$ cat config.mk
export PLATFORM = sky130hd
export DESIGN_NAME = seven_segment_capture
export DESIGN_NICKNAME = d
export VERILOG_FILES = /design/src/rtl/seven_segment_pkg.sv /design/src/rtl/seven_segment_decoder.sv /design/src/rtl/seven_segment_capture.sv
export SDC_FILE = /design/constraint.sdc
export NUM_CORES = 1
export LEC_CHECK = 0
export ABC_AREA = 1
export CAP_MARGIN = 30
export CORE_AREA = 2 2 92 94
export CTS_CLUSTER_SIZE = 24
export DETAILED_ROUTE_END_ITERATION = 6
export DIE_AREA = 0 0 94 96
export PLACE_DENSITY = 0.76
export SLEW_MARGIN = 20
export SYNTH_ARGS = -nofsm -noshare
export SYNTH_HDL_FRONTEND = slang
export SYNTH_SLANG_ARGS = --single-unit
$ cat constraint.sdc
create_clock -name clk -period 7.7 [get_ports clk]
set_input_delay 0.77 -clock clk [delete_from_list [all_inputs] [get_ports clk]]
set_output_delay 0.77 -clock clk [all_outputs]
set_load 0.01 [all_outputs]
$ cat src/rtl/seven_segment_pkg.sv
// Shared definitions for the seven-segment capture path: symbol codes,
// the active-high gfedcba segment table (common with the driver's encoder)
// and the capture FSM state type.
package seven_segment_pkg;

    // Symbol codes: 0-15 are hex digits
    localparam logic [4:0] SYM_BLANK   = 5'd16;
    localparam logic [4:0] SYM_MINUS   = 5'd17;
    localparam logic [4:0] SYM_INVALID = 5'd31;

    // Segment patterns, active-high, bit order g..a
    localparam logic [6:0] SEG_0     = 7'h3F;
    localparam logic [6:0] SEG_1     = 7'h06;
    localparam logic [6:0] SEG_2     = 7'h5B;
    localparam logic [6:0] SEG_3     = 7'h4F;
    localparam logic [6:0] SEG_4     = 7'h66;
    localparam logic [6:0] SEG_5     = 7'h6D;
    localparam logic [6:0] SEG_6     = 7'h7D;
    localparam logic [6:0] SEG_7     = 7'h07;
    localparam logic [6:0] SEG_8     = 7'h7F;
    localparam logic [6:0] SEG_9     = 7'h6F;
    localparam logic [6:0] SEG_A     = 7'h77;
    localparam logic [6:0] SEG_B     = 7'h7C;
    localparam logic [6:0] SEG_C     = 7'h39;
    localparam logic [6:0] SEG_D     = 7'h5E;
    localparam logic [6:0] SEG_E     = 7'h79;
    localparam logic [6:0] SEG_F     = 7'h71;
    localparam logic [6:0] SEG_MINUS = 7'h40;
    localparam logic [6:0] SEG_BLANK = 7'h00;

    typedef enum logic [1:0] {
        IDLE,
        SETTLE,
        SAMPLE,
        HOLD
    } cap_state_t;

endpackage

$ cat src/rtl/seven_segment_decoder.sv
// Combinational segment-pattern to symbol decoder. Any pattern outside the
// shared table maps to SYM_INVALID and raises 'invalid'.
module seven_segment_decoder
    import seven_segment_pkg::*;
(
    input  logic [6:0] pattern,
    output logic [4:0] symbol,
    output logic       invalid
);

    // Table lookup of the active-high gfedcba pattern
    always_comb begin
        symbol = SYM_INVALID;
        case (pattern)
            SEG_0:     symbol = 5'd0;
            SEG_1:     symbol = 5'd1;
            SEG_2:     symbol = 5'd2;
            SEG_3:     symbol = 5'd3;
            SEG_4:     symbol = 5'd4;
            SEG_5:     symbol = 5'd5;
            SEG_6:     symbol = 5'd6;
            SEG_7:     symbol = 5'd7;
            SEG_8:     symbol = 5'd8;
            SEG_9:     symbol = 5'd9;
            SEG_A:     symbol = 5'd10;
            SEG_B:     symbol = 5'd11;
            SEG_C:     symbol = 5'd12;
            SEG_D:     symbol = 5'd13;
            SEG_E:     symbol = 5'd14;
            SEG_F:     symbol = 5'd15;
            SEG_MINUS: symbol = SYM_MINUS;
            SEG_BLANK: symbol = SYM_BLANK;
            default:   symbol = SYM_INVALID;
        endcase
        invalid = (symbol == SYM_INVALID);
    end

endmodule

$ cat src/rtl/seven_segment_capture.sv
// Receive side of a multiplexed seven-segment display: synchronises the
// anode/cathode lines, waits for each anode dwell to settle, decodes the
// digit and publishes a 4-digit frame with a one-cycle frame_valid strobe.
// Optional feature macro: SEVSEG_VALUE_EN adds a signed decimal parse of
// each frame on ports value / value_valid.
module seven_segment_capture
    import seven_segment_pkg::*;
#(
    parameter int unsigned SETTLE_CYCLES = 16,
    parameter int unsigned CNT_W         = 16
) (
    input  logic        clk,
    input  logic        reset,
    input  logic [3:0]  anodes,
    input  logic [7:0]  cathodes,
    output logic [19:0] symbols,
    output logic [3:0]  dp_mask,
    output logic        frame_valid,
    output logic        decode_error,
    output logic        anode_error
`ifdef SEVSEG_VALUE_EN
    ,
    output logic signed [7:0] value,
    output logic              value_valid
`endif
);

    localparam logic [CNT_W-1:0] SETTLE_LAST = CNT_W'(SETTLE_CYCLES - 1);

    logic [3:0]       an_meta, an_sync;
    logic [7:0]       cat_meta, cat_sync;

    cap_state_t       state, state_next;
    logic [3:0]       lat_pattern;
    logic [1:0]       lat_idx;
    logic [CNT_W-1:0] settle_cnt;

    logic             an_one_low, an_multi_low;
    logic [1:0]       an_idx;
    logic             eval_idle, load_digit, cnt_inc, anode_err_set, do_sample;

    logic [4:0]       dec_sym;
    logic             dec_invalid;

    logic [3:0][4:0]  shadow_sym;
    logic [3:0]       shadow_dp;
    logic [3:0]       seen;

    // Two-flop synchroniser for both line groups; idle level is all-high
    always_ff @(posedge clk or posedge reset) begin
        if (reset) begin
            an_meta  <= '1;
            an_sync  <= '1;
            cat_meta <= '1;
            cat_sync <= '1;
        end else begin
            an_meta  <= anodes;
            an_sync  <= an_meta;
            cat_meta <= cathodes;
            cat_sync <= cat_meta;
        end
    end

    // Classify the synchronised anode pattern: none, exactly one, or several low
    always_comb begin
        an_one_low = 1'b1;
        an_idx     = 2'd0;
        case (an_sync)
            4'b1110: an_idx = 2'd0;
            4'b1101: an_idx = 2'd1;
            4'b1011: an_idx = 2'd2;
            4'b0111: an_idx = 2'd3;
            default: an_one_low = 1'b0;
        endcase
        an_multi_low = !an_one_low && (an_sync != 4'b1111);
    end

    // Capture FSM state register
    always_ff @(posedge clk or posedge reset) begin
        if (reset) state <= IDLE;
        else       state <= state_next;
    end

    // Next-state and control; a broken settle falls through to the IDLE
    // evaluation in the same cycle so a new digit is latched immediately
    always_comb begin
        state_next    = state;
        eval_idle     = 1'b0;
        load_digit    = 1'b0;
        cnt_inc       = 1'b0;
        anode_err_set = 1'b0;
        do_sample     = 1'b0;
        unique case (state)
            IDLE: eval_idle = 1'b1;
            SETTLE: begin
                if (an_sync != lat_pattern)       eval_idle  = 1'b1;
                else if (settle_cnt == SETTLE_LAST) state_next = SAMPLE;
                else                              cnt_inc    = 1'b1;
            end
            SAMPLE: begin
                do_sample  = 1'b1;
                state_next = HOLD;
            end
            HOLD: begin
                if (an_sync != lat_pattern) state_next = IDLE;
            end
        endcase
        if (eval_idle) begin
            state_next = IDLE;
            if (an_one_low) begin
                load_digit = 1'b1;
                state_next = SETTLE;
            end else if (an_multi_low) begin
                anode_err_set = 1'b1;
            end
        end
    end

    // Latched digit pattern/index and settle counter
    always_ff @(posedge clk or posedge reset) begin
        if (reset) begin
            lat_pattern <= '1;
            lat_idx     <= '0;
            settle_cnt  <= '0;
        end else if (load_digit) begin
            lat_pattern <= an_sync;
            lat_idx     <= an_idx;
            settle_cnt  <= '0;
        end else if (cnt_inc) begin
            settle_cnt  <= settle_cnt + 1'b1;
        end
    end

    seven_segment_decoder u_decoder (
        .pattern (~cat_sync[6:0]),
        .symbol  (dec_sym),
        .invalid (dec_invalid)
    );

    // Sticky error flags
    always_ff @(posedge clk or posedge reset) begin
        if (reset) begin
            anode_error  <= 1'b0;
            decode_error <= 1'b0;
        end else begin
            if (anode_err_set)            anode_error  <= 1'b1;
            if (do_sample && dec_invalid) decode_error <= 1'b1;
        end
    end

    // Shadow frame fill and publication one cycle after all four digits are seen
    always_ff @(posedge clk or posedge reset) begin
        if (reset) begin
            shadow_sym  <= {4{SYM_BLANK}};
            shadow_dp   <= '0;
            seen        <= '0;
            symbols     <= {4{SYM_BLANK}};
            dp_mask     <= '0;
            frame_valid <= 1'b0;
        end else begin
            frame_valid <= 1'b0;
            if (do_sample) begin
                shadow_sym[lat_idx] <= dec_sym;
                shadow_dp[lat_idx]  <= ~cat_sync[7];
                seen[lat_idx]       <= 1'b1;
            end
            if (seen == 4'b1111) begin
                symbols     <= shadow_sym;
                dp_mask     <= shadow_dp;
                frame_valid <= 1'b1;
                seen        <= '0;
            end
        end
    end

`ifdef SEVSEG_VALUE_EN
    logic        parse_started, parse_neg, parse_digit, parse_ok, parse_in_range;
    logic [13:0] parse_mag;
    logic [4:0]  parse_sym;

    // Decimal parse of the shadow frame, leftmost digit first
    always_comb begin
        parse_started = 1'b0;
        parse_neg     = 1'b0;
        parse_digit   = 1'b0;
        parse_ok      = 1'b1;
        parse_mag     = '0;
        parse_sym     = '0;
        for (int unsigned k = 0; k < 4; k++) begin
            parse_sym = shadow_sym[2'(3 - k)];
            if (!parse_started) begin
                if (parse_sym == SYM_BLANK) begin
                    parse_started = 1'b0;
                end else if (parse_sym == SYM_MINUS) begin
                    parse_started = 1'b1;
                    parse_neg     = 1'b1;
                end else if (parse_sym < 5'd10) begin
                    parse_started = 1'b1;
                    parse_digit   = 1'b1;
                    parse_mag     = 14'(parse_sym);
                end else begin
                    parse_ok = 1'b0;
                end
            end else if (parse_sym < 5'd10) begin
                parse_digit = 1'b1;
                parse_mag   = parse_mag * 14'd10 + 14'(parse_sym);
            end else begin
                parse_ok = 1'b0;
            end
        end
        parse_in_range = parse_neg ? (parse_mag <= 14'd128) : (parse_mag <= 14'd127);
    end

    // Parsed value register, refreshed together with the frame
    always_ff @(posedge clk or posedge reset) begin
        if (reset) begin
            value       <= '0;
            value_valid <= 1'b0;
        end else if (seen == 4'b1111) begin
            if (parse_ok && parse_digit && parse_in_range) begin
                value       <= 8'(parse_neg ? (14'd0 - parse_mag) : parse_mag);
                value_valid <= 1'b1;
            end else begin
                value       <= '0;
                value_valid <= 1'b0;
            end
        end
    end
`endif

endmodule
==> impl_metrics.ini <==
[outcome]
status = complete, no violations

[job]
cap_violations = 0

[pwr]
power_density_nw_per_um2 = 266
peakVddDrop_mv = 0.151
p_leak_nw = 2.60

[floorplanning]
design.portCount = 41
num_rows = 33
core_um2 = 8050
dieHeight_um = 96
die_x_um = 94
initial_core_util = 0.568
dieArea_um2 = 9020

[worst_setup_path]
crit_chain = clkdlybuf4s50_1
path_delay_family = flip-flops
crit_buf_inv = 1
cpMaxStageDelayCell = dfstp_2
worstPathArrival_ns = 1.44
critPathKind = flip-flop to output pin
endpoint_kind = output pin
cp_slowest_stage_delay_ns = 0.54
cp.required_ns = 6.93
crit_fanout = 2
startpoint_type = flip-flop

[sta]
post-route-period-util = 0.287
fin_worst_skew_ns = 0.0108
drv_slew = 0
fmax_mhz = 453
min_period_ns = 2.21
maxSlewHeadroom = 0.529
rsz0062_at_grt = false
tightest_slew_ns = 0.704
final-hold-violation-count = 0
setup_tns_ns = 0
setup_violations = 0

[logic_synthesis]
synth_area_um2 = 4570
syn-num-nets = 552
avgSynthCellArea_um2 = 8.58
synth_top_area_cell = dfrtp_1
netlist_instances = 533
yosys.area.top_type_share = 0.367
synth.area.top_cells = dfrtp_1, dfstp_2, nand2_1
yosysWarnings = 0
synth.distinct_cells = 30
ys_seq_area_frac = 0.573
synth_seq_cells = 103

[cts]
cts_buffers = 9
post_cts_buffers = 0
root_buffer = clkbuf_8
clockBufferDepth = 2
htreeDepth = 3
hold_buffers = 0
cts_resized = 0
tritoncts = done
cts_sinks = 103
clock_latency_ns = 0.36
clk_pin_slew_worst_paths_ns = 0.10

[grt]
grt.overflow.total = 0
grt_max_degree = 58
grt_first_pass_wirelength_um = 14300
first_global_vias = 3227
antenna_found_initial = 0
track_usage = 0.201

[routing]
drt_iter0_markers = 169
top_layer = met4
route.layer.met1.wl_um = 3850
wl_met2_um = 3990
first_pass_iters = 5
num_vias = 3432
wl_met3_um = 269
ant_nets = 0
finalWirelength_um = 8210
avgViaCountPerCell = 4.98
routedWlPerCell_um = 11.9
drc_errors = 0

[cells_and_area]
drive_above_1_share = 0.149
num-nets-final = 598
utilization = 0.653
syn_to_final_growth_pct = 15.0
final_common_cell = nand2_1
final_cell_mix = nand2_1, dfrtp_1, nand3_1, nor2_1, clkdlybuf4s50_1
n_antenna_cell = 0

[min_path]
hp-class = flip-flop to flip-flop

[placed_design]
hpwlAfterDp_um = 5820
port_buffers = 40
gp_congestion = 0.890
sequential cells by signal (all words and copies together) (netlist names):
name	count
symbols	20
an_meta	4
cat_meta	8
shadow_dp	4
anode_error	1
seen	4
lat_pattern	4
an_sync	4
frame_valid	1
decode_error	1
settle_cnt	16
dp_mask	4
cat_sync	8
shadow_sym	20
state	2
lat_idx	2
synth_stat cells:
cell	number
nand3_1	42
nor3_2	1
nand3_2	2
nor3b_1	1
nor2_1	41
dfstp_2	36
dfrtp_1	67
clkbuf_1	2
buf_6	2
inv_1	40
o22ai_1	1
nand4_1	1
nor2_4	1
o21ai_1	14
o21ai_0	8
nand2_4	2
a31o_2	1
nor2_2	5
buf_2	2
clkinv_1	2
a21oi_1	3
nand2_2	6
nor3_4	3
nand2_1	213
xor2_1	11
ha_1	5
o21bai_1	1
inv_2	11
nor3_1	8
buf_4	1
cell families (layout without fill, tap and decap cells):
| logic type | after synthesis | in the layout | synth area share |
|---|---|---|---|
| AOI/OAI and AO/OA | 28 | 28 | 0.0323 |
| xor gates and xnor gates | 11 | 11 | 0.0211 |
| adders and majority gates | 5 | 5 | 0.0137 |
| buffers and inverters | 60 | 111 | 0.0539 |
| DFF | 103 | 103 | 0.573 |
| and+or+nand+nor | 326 | 326 | 0.306 |
where the power goes:
part	switching (W)	internal (W)	leakage, nW
registers	0.0000743	0.000681	1.27
clock network	0.000190	0.000122	0.0955
logic	0.000185	0.000144	1.24
final timing paths:
kind / start / endpoint / slack (ns) / cells past startpoint
worst max-delay path: symbols[19] / symbols[19] / 5.49 / 1
worst min-delay path: cat_meta[5] / cat_sync[5] / 0.36 / 0
worst max register to register: settle_cnt[0] / settle_cnt[9] / 5.64 / 10
worst min register to register: cat_meta[5] / cat_sync[5] / 0.36 / 0
max in group asynchronous: reset / shadow_dp[0] / 5.80 / 3
min in group asynchronous: reset / symbols[11] / 0.81 / 2
area by class of cell:
| cell class | count | area, µm² |
|---|---|---|
| multi-input combinational | 370 | 1710 |
| clock buffer | 9 | 124 |
| inverter | 53 | 201 |
| clock inverter | 7 | 56.3 |
| timing repair buffer | 42 | 419 |
| fill | 690 | 2790 |
| tap | 105 | 131 |
| sequential | 103 | 2620 |
through the flow:
| stage | worst slack (ns) | area, µm² | instances | total power, W | hold slack (ns) |
|---|---|---|---|---|---|
| after floorplan | 4.29 | 4570 | 533 | 0.000969 | 0.345 |
| after global placement | 5.34 | 5070 | 672 | 0.00108 | 0.345 |
| after detailed placement | 5.30 | 5080 | 673 | 0.00110 | 0.347 |
| after CTS | 5.47 | 5260 | 689 | 0.00141 | 0.361 |
| after global routing | 5.44 | 5260 | 689 | 0.00149 | 0.364 |
| final | 5.49 | 5260 | 689 | 0.00140 | 0.360 |
per-layer routing:
layer  track usage  vias up
li1              -     1740
met1         0.261     1623
met2         0.341       58
met3        0.0439       11
met4        0.0628        0
met5             0        -
Note: power is estimated with default switching activity, not from simulation.
==> RTL change: new RTL, config.mk and constraints unchanged <==
`CNT_W`: 16 -> 24.
--- a/src/rtl/seven_segment_capture.sv
+++ b/src/rtl/seven_segment_capture.sv
@@ -7,7 +7,7 @@
     import seven_segment_pkg::*;
 #(
     parameter int unsigned SETTLE_CYCLES = 16,
-    parameter int unsigned CNT_W         = 16
+    parameter int unsigned CNT_W         = 24
 ) (
     input  logic        clk,
     input  logic        reset,
Check against the original RTL: no difference found for any inputs over 10 cycles, from zero or initial values and one cycle with reset high; that may be too few to reach the edited logic, so the function may still have changed.
==> RTL change against the unedited design <==
Sequential cell count increased by 8; highest routed layer unchanged; cell area increased by 13%; sequential share of layout area decreased by 2.5 points; largest power group unchanged; wire length increased by 24%; critical path type unchanged; critical endpoint is now symbols[14]; clock skew increased by 1.6 ps; first-iteration DRC count increased by 18%; power decreased by 1.8%; worst setup slack got worse by 13 ps; synthesized area increased by 15%.
==> RTL change: results (changes against the unedited design) <==
Final nets 700 (+17%); fraction of layout cells with a size suffix above 1 0.150 (+0.00117); first-pass GRT wire length 17,100 um (+20%); clk buf depth 2 (unchanged); P_int 936 uW (-1.2%); antenna violations before repair 0 (unchanged); M3 GR Usage 0.0298 (-0.0141); Worst Max-Slew Pin Slew 743 ps (+39.4 ps); start point of the critical path symbols[14]$_DFFE_PP1P_; CP max-delay cell dfstp_2; RR Endpoint settle_cnt[16]$_DFFE_PP0P_; initial DRC count 200 (+18%); antenna fix cells 0 (unchanged); Netlist cell types 30 (unchanged); post_cts resized 0 (unchanged); vias in the first global route 3,857 (+20%); reg2reg setup slack 5710 ps (+70 ps); Post-Place Cell Area 0.00577 mm^2 (+14%); DRT Wirelength 10,200 um (+24%); ys flop type dfrtp_1; met2 GRT Util 0.413 (+0.0720); hold_sp an_meta[0]$_DFF_PP1_; Worst Skew 12.4 ps (+1.64 ps); outcome complete, no violations; DRT Pass-1 Iters 5 (unchanged); Vias/cell 5.26 (+5.6%); end of the worst hold path an_sync[0]$_DFF_PP1_; sequential fraction of the synthesis area 0.535 (-0.0383); post-DP HPWL 7300 um (+26%); R2R Path Start an_sync[1]$_DFF_PP1_; Skew-Pair Late Insertion Delay 370 ps; Syn Nets 656 (+19%); # fillers 626 (-9.3%); largest net degree at the start of global routing 59 (+1.7%); CTS Buf Count 9 (unchanged); maximum fanout along the worst path 2 (unchanged); CP delay by family, top flip-flops; Clk pin slew, worst setup/hold paths 110 ps; Area contributors post-synth dfrtp_1, dfstp_2, nand2_1; leakage 2.85 nW (+9.7%); Post-CTS Setup Inserts 0 (unchanged); Peak VDD IR 0.000145 V (-3.7%); Top Registers settle_cnt (24), shadow_sym (20), symbols (20); reg2reg path depth 10 (unchanged); met1 usage 0.319 (+0.0583); Hold Crit Depth 0 (unchanged); Global Route Usage Sum 0.241 (+0.0396); top post-synthesis cells by count nand2_1, dfrtp_1, inv_1; gpl congestion 0.854 (-4.1%)
RTL change: stage by stage:
stage	utilization	hold WS (ps)	total power [mW]	std cells	worst slack (ps)
global placement	0.713	346	1.03	774	5210
floorplan	-	345	0.966	637	4060
detailed placement	0.717	347	1.05	775	5500
global route	0.740	362	1.46	791	5430
finish	0.740	362	1.37	791	5480
CTS	0.740	362	1.38	791	5470
RTL change: final cells by class:
| cell class | count | area share |
|---|---|---|
| Timing Repair Buffer | 43 | 0.0744 |
| Tap cell | 105 | 0.0221 |
| Clock buffer | 9 | 0.0208 |
| Clock inverter | 7 | 0.0103 |
| Inverter | 65 | 0.0418 |
| Sequential cell | 111 | 0.474 |
| Multi-Input combinational cell | 451 | 0.357 |
RTL change: power groups by stage:
stage                     registers, mW  clock network (mW)  logic (mW)
after floorplan                   0.769                   0       0.196
after global placement            0.773                   0       0.259
after detailed placement          0.777                   0       0.272
after CTS                         0.766               0.343       0.273
after global routing              0.779               0.364       0.312
final                             0.767               0.335       0.270
RTL change: metal layers:
layer | part of all wire | vias up | wire [um]
met5 | 0 | - | 0
met4 | 0.014 | 0 | 140
met3 | 0.036 | 15 | 371
met2 | 0.50 | 105 | 5090
met1 | 0.45 | 1959 | 4590
li1 | - | 2080 | -
RTL change: how the worst max path moves through the flow:
stage                              end  cells past startpoint
6_report                   symbols[14]                      1
5_1_grt                    symbols[14]                      1
4_1_cts                    symbols[14]                      1
3_5_place_dp    symbols[4]$_DFFE_PP1P_                      4
3_3_place_gp    dp_mask[1]$_DFFE_PP0P_                      3
2_1_floorplan  anode_error$_DFFE_PP0P_                      1
RTL change: logic make-up after synthesis:
| group | after synthesis | share of synthesized area |
|---|---|---|
| simple gates | 394 | 0.322 |
| flops | 111 | 0.535 |
| buf+inv | 75 | 0.0624 |
| compound gates | 41 | 0.0505 |
| xor+xnor | 11 | 0.0183 |
| fa+ha+maj | 5 | 0.0119 |
